[src/rtl/counter_pkg.sv]
// Shared constants for the counter family: count direction and limit behaviour.
package counter_pkg;

  // Direction encoding on up_dn
  localparam logic CNT_UP   = 1'b1;
  localparam logic CNT_DOWN = 1'b0;

  // Limit behaviour encoding for SATURATE
  localparam bit CNT_WRAP = 1'b0;
  localparam bit CNT_SAT  = 1'b1;

endpackage

[src/rtl/mod_counter.sv]
// Synchronous modulo-N up/down counter with clear, clamped load, wrap/saturate
// limit handling, a combinational cascade terminal count and a sticky overflow flag.
module mod_counter
  import counter_pkg::*;
#(
  parameter int unsigned     WIDTH    = 4,
  parameter longint unsigned MODULUS  = 16,
  parameter bit              SATURATE = CNT_WRAP
) (
  input  logic             clk,
  input  logic             rst,
  input  logic             en,
  input  logic             up_dn,
  input  logic             clr,
  input  logic             load,
  input  logic [WIDTH-1:0] load_val,
  output logic [WIDTH-1:0] q,
  output logic             tc,
  output logic             ovf
);

  // Elaboration-time parameter sanity
  if (WIDTH < 1 || WIDTH > 32) begin : g_bad_width
    $error("mod_counter: WIDTH must be in 1..32");
  end
  if (MODULUS < 2 || MODULUS > (64'd1 << WIDTH)) begin : g_bad_modulus
    $error("mod_counter: MODULUS must be in 2..2^WIDTH");
  end

  // Upper limit; for MODULUS = 2^WIDTH this is all-ones.
  localparam logic [WIDTH-1:0] MaxVal = WIDTH'(MODULUS - 64'd1);
  localparam logic [WIDTH-1:0] One    = WIDTH'(1);

  logic [WIDTH-1:0] q_q, q_d;
  logic             ovf_q, ovf_d;
  logic             at_max, at_zero;

  assign at_max  = (q_q == MaxVal);
  assign at_zero = (q_q == '0);

  // Next-state: clr beats load beats en; a limit crossing sets ovf in both modes.
  always_comb begin
    q_d   = q_q;
    ovf_d = ovf_q;
    if (clr) begin
      q_d   = '0;
      ovf_d = 1'b0;
    end else if (load) begin
      q_d   = (load_val > MaxVal) ? MaxVal : load_val;
      ovf_d = 1'b0;
    end else if (en) begin
      if (up_dn == CNT_UP) begin
        if (at_max) begin
          ovf_d = 1'b1;
          q_d   = (SATURATE == CNT_SAT) ? q_q : '0;
        end else begin
          q_d = q_q + One;
        end
      end else begin
        if (at_zero) begin
          ovf_d = 1'b1;
          q_d   = (SATURATE == CNT_SAT) ? q_q : MaxVal;
        end else begin
          q_d = q_q - One;
        end
      end
    end
  end

  // State register with asynchronous active-low reset
  always_ff @(posedge clk or negedge rst) begin
    if (!rst) begin
      q_q   <= '0;
      ovf_q <= 1'b0;
    end else begin
      q_q   <= q_d;
      ovf_q <= ovf_d;
    end
  end

  // Terminal count: next edge crosses the limit; held low while in reset.
  always_comb begin
    tc = rst & en & ((up_dn == CNT_UP) ? at_max : at_zero);
  end

  assign q   = q_q;
  assign ovf = ovf_q;

endmodule

[config.mk]
export PLATFORM = sky130hd
export DESIGN_NAME = mod_counter
export DESIGN_NICKNAME = d
export VERILOG_FILES = /design/src/rtl/counter_pkg.sv /design/src/rtl/mod_counter.sv
export SDC_FILE = /design/constraint.sdc
export NUM_CORES = 1
export LEC_CHECK = 0
export CAP_MARGIN = 30
export CORE_AREA = 2 2 39 41
export CTS_CLUSTER_SIZE = 12
export DETAILED_ROUTE_END_ITERATION = 12
export DIE_AREA = 0 0 41 43
export GPL_TIMING_DRIVEN = 0
export SYNTH_ARGS = -nofsm -noshare
export SYNTH_HDL_FRONTEND = slang
export SYNTH_SLANG_ARGS = --single-unit
export TNS_END_PERCENT = 30
[constraint.sdc]
create_clock -name clk -period 2.5 [get_ports clk]
set_input_delay 0.75 -clock clk [delete_from_list [all_inputs] [get_ports clk]]
set_output_delay 0.75 -clock clk [all_outputs]
set_load 0.02 [all_outputs]
==> run metrics <==
status=finished, violations left; failing checks=setup timing; PortBufs=13; Fin Clk Skew=3.74 ps; top_reg_cell synth=dfrtp_1; Netlist cell types=26; WHS Path Cells=2; Sink Count=5; net count after synthesis=61; initial antenna violation count=0; Hold Path Class=reg -> reg; final max-slew violation count=0; Synth area leaders=dfrtp_1 30%, a21oi_1 7.3%, inv_1 6.4%; Die Ht=43 µm; RSZ-0062 raised after global routing=true; Worst EP arrival=1760 ps; Max H-tree Level=1; highest clock rate=398 MHz; largest net degree at the start of global routing=11; final core utilization=0.490; asr flop ratio synth=1.00; clk slew on worst S/H paths=40 ps; nets=86; Cell Pwr Density=435 nW/µm²; Slew @ Worst Pin=398 ps; total negative setup slack=-14.0 ps; post-DR wirelength/cell=12.3 µm; worst hold margin=553 ps; Slew headroom=0.728; fin crit share=1.01; R2R cell count=7; number of diodes=0; # IOs=16; CTS tree=done; Final setup viols=1; Mapped Cells=49; # rows=14; Starting Density=0.297; PnR worst setup slack=-14.0 ps; worst skew pair latency=240 ps; sequential area share after synthesis=0.304; Synth top cells by count=7 x inv_1, 6 x a21oi_1, 5 x dfrtp_1; critical path fanouts, max=2; mean post-synth cell area=8.40 µm²; startpoint types=input pin; all-layer global routing usage=0.158; Die W=41 µm; Clock Tree Buf Depth=2; largest area contributor in the netlist=dfrtp_1; Final Instance Area=678 µm²; DRT iter0 DRCs=10; FILL cells=137; Final Instance Count excl. Fillers=89; post-synthesis register bit count=5; peak supply drop=310 µV; post-synth top area share=0.304; standby leakage power=0.292 nW; grt total ovfl=0; Area growth, synth to finish=64.7%; Root Buffer=clkbuf_4; required time of the critical path=1750 ps; Worst Setup Path Type=in -> out; Post-synth EDFFs=0; vias per cell=5.01; first-pass GRT wire length=1840 µm; Syn. warnings=0; die area=1760 µm²; Final GP Congestion=0.743; core area=1380 µm²; cell count after placement=78; min Tclk post-route=2510 ps; Routed Antenna Nets=0; post-synthesis cell area=412 µm²; detailed-route DRC error count=0; vias post-DR=446; Max Cap Violations=0; CP endpoint kind=output pin; DRT Pass-1 Iters=4; top-count cell post-synth=inv_1; Placed Area=563 µm²; final WL=1100 µm; Hold Fails Final Rpt=0; number of global-route vias before repair=434; share of layout cells above drive strength 1=0.329; TritonCTS buffer count=3
==> flip-flops by register name (all words and copies together), names as in the netlist <==
register and count:
ovf 1, q 4
==> power breakdown <==
group | internal [mW] | total, mW | switching [mW]
sequential | 0.0877 | 0.0966 | 0.00890
clock | 0.0602 | 0.0913 | 0.0311
combinational | 0.0593 | 0.107 | 0.0475
==> kinds of logic (layout without fill, tap and decap cells) <==
kind of cell | count (synthesis) | in the layout | synth area share
AOI/OAI and AO/OA | 14 | 14 | 0.231
xor gates and xnor gates | 2 | 2 | 0.0426
adders and majority gates | 2 | 2 | 0.0608
buffers and inverters | 9 | 33 | 0.0942
DFF | 5 | 5 | 0.304
muxes | 2 | 2 | 0.0486
and+or+nand+nor | 15 | 15 | 0.219
==> worst max-delay path, cell delays in order <==
cell	delay, ps
buf_8	90
or4b_4	500
a21oi_4	160
and2_4	160
buf_6	100
==> final timing paths <==
| path | slack [ps] | to | startpoint |
|---|---|---|---|
| max | -10 | tc | up_dn |
| min | 550 | ovf$_DFFE_PN0P_ | ovf$_DFFE_PN0P_ |
| max reg2reg | 750 | q[0]$_DFFE_PN0P_ | q[1]$_DFFE_PN0P_ |
| min reg2reg | 550 | ovf$_DFFE_PN0P_ | ovf$_DFFE_PN0P_ |
| max in group asynchronous | 1520 | q[0]$_DFFE_PN0P_ | rst |
| min in group asynchronous | 750 | q[2]$_DFFE_PN0P_ | rst |
==> metal layers <==
metal  up-vias  wire length [µm]  track usage
li1        224                 -            -
met3         0                58       0.0471
met2        18               581        0.247
met4         0                 0       0.0800
met1       204               459        0.186
met5         -                 0            0
==> cell usage in the layout (no fill, tap or decap), types with 3 or more instances in the layout <==
cell type	synthesis	routed
clkbuf_4	0	3
inv_1	7	5
buf_4	1	7
dfrtp_2	0	3
clkdlybuf4s50_1	0	11
nor2_1	4	4
a21oi_1	6	5
==> per-stage QoR <==
step	total power [mW]	worst slack (ps)
floorplan	0.147	17.5
global placement	0.182	-638
detailed placement	0.183	-637
CTS	0.290	-53.2
global route	0.321	-49.0
finish	0.295	-14.0
==> cell type report <==
type	count	area, µm²	area share
Sequential cell	5	129	0.190
Tap cell	16	20.0	0.0295
Buffer	2	20.0	0.0295
Inverter	7	26.3	0.0387
Multi-Input combinational cell	35	274	0.404
Clock buffer	4	26.3	0.0387
Timing Repair Buffer	20	183	0.269
==> what timing repair did <==
item,in CTS,in global routing
endpoints found under the setup margin,1,1
hold buffers,0,0
resized for setup,14,5
setup buffers,5,2
pin swaps,2,3
Power figures use the tool's default switching activity.
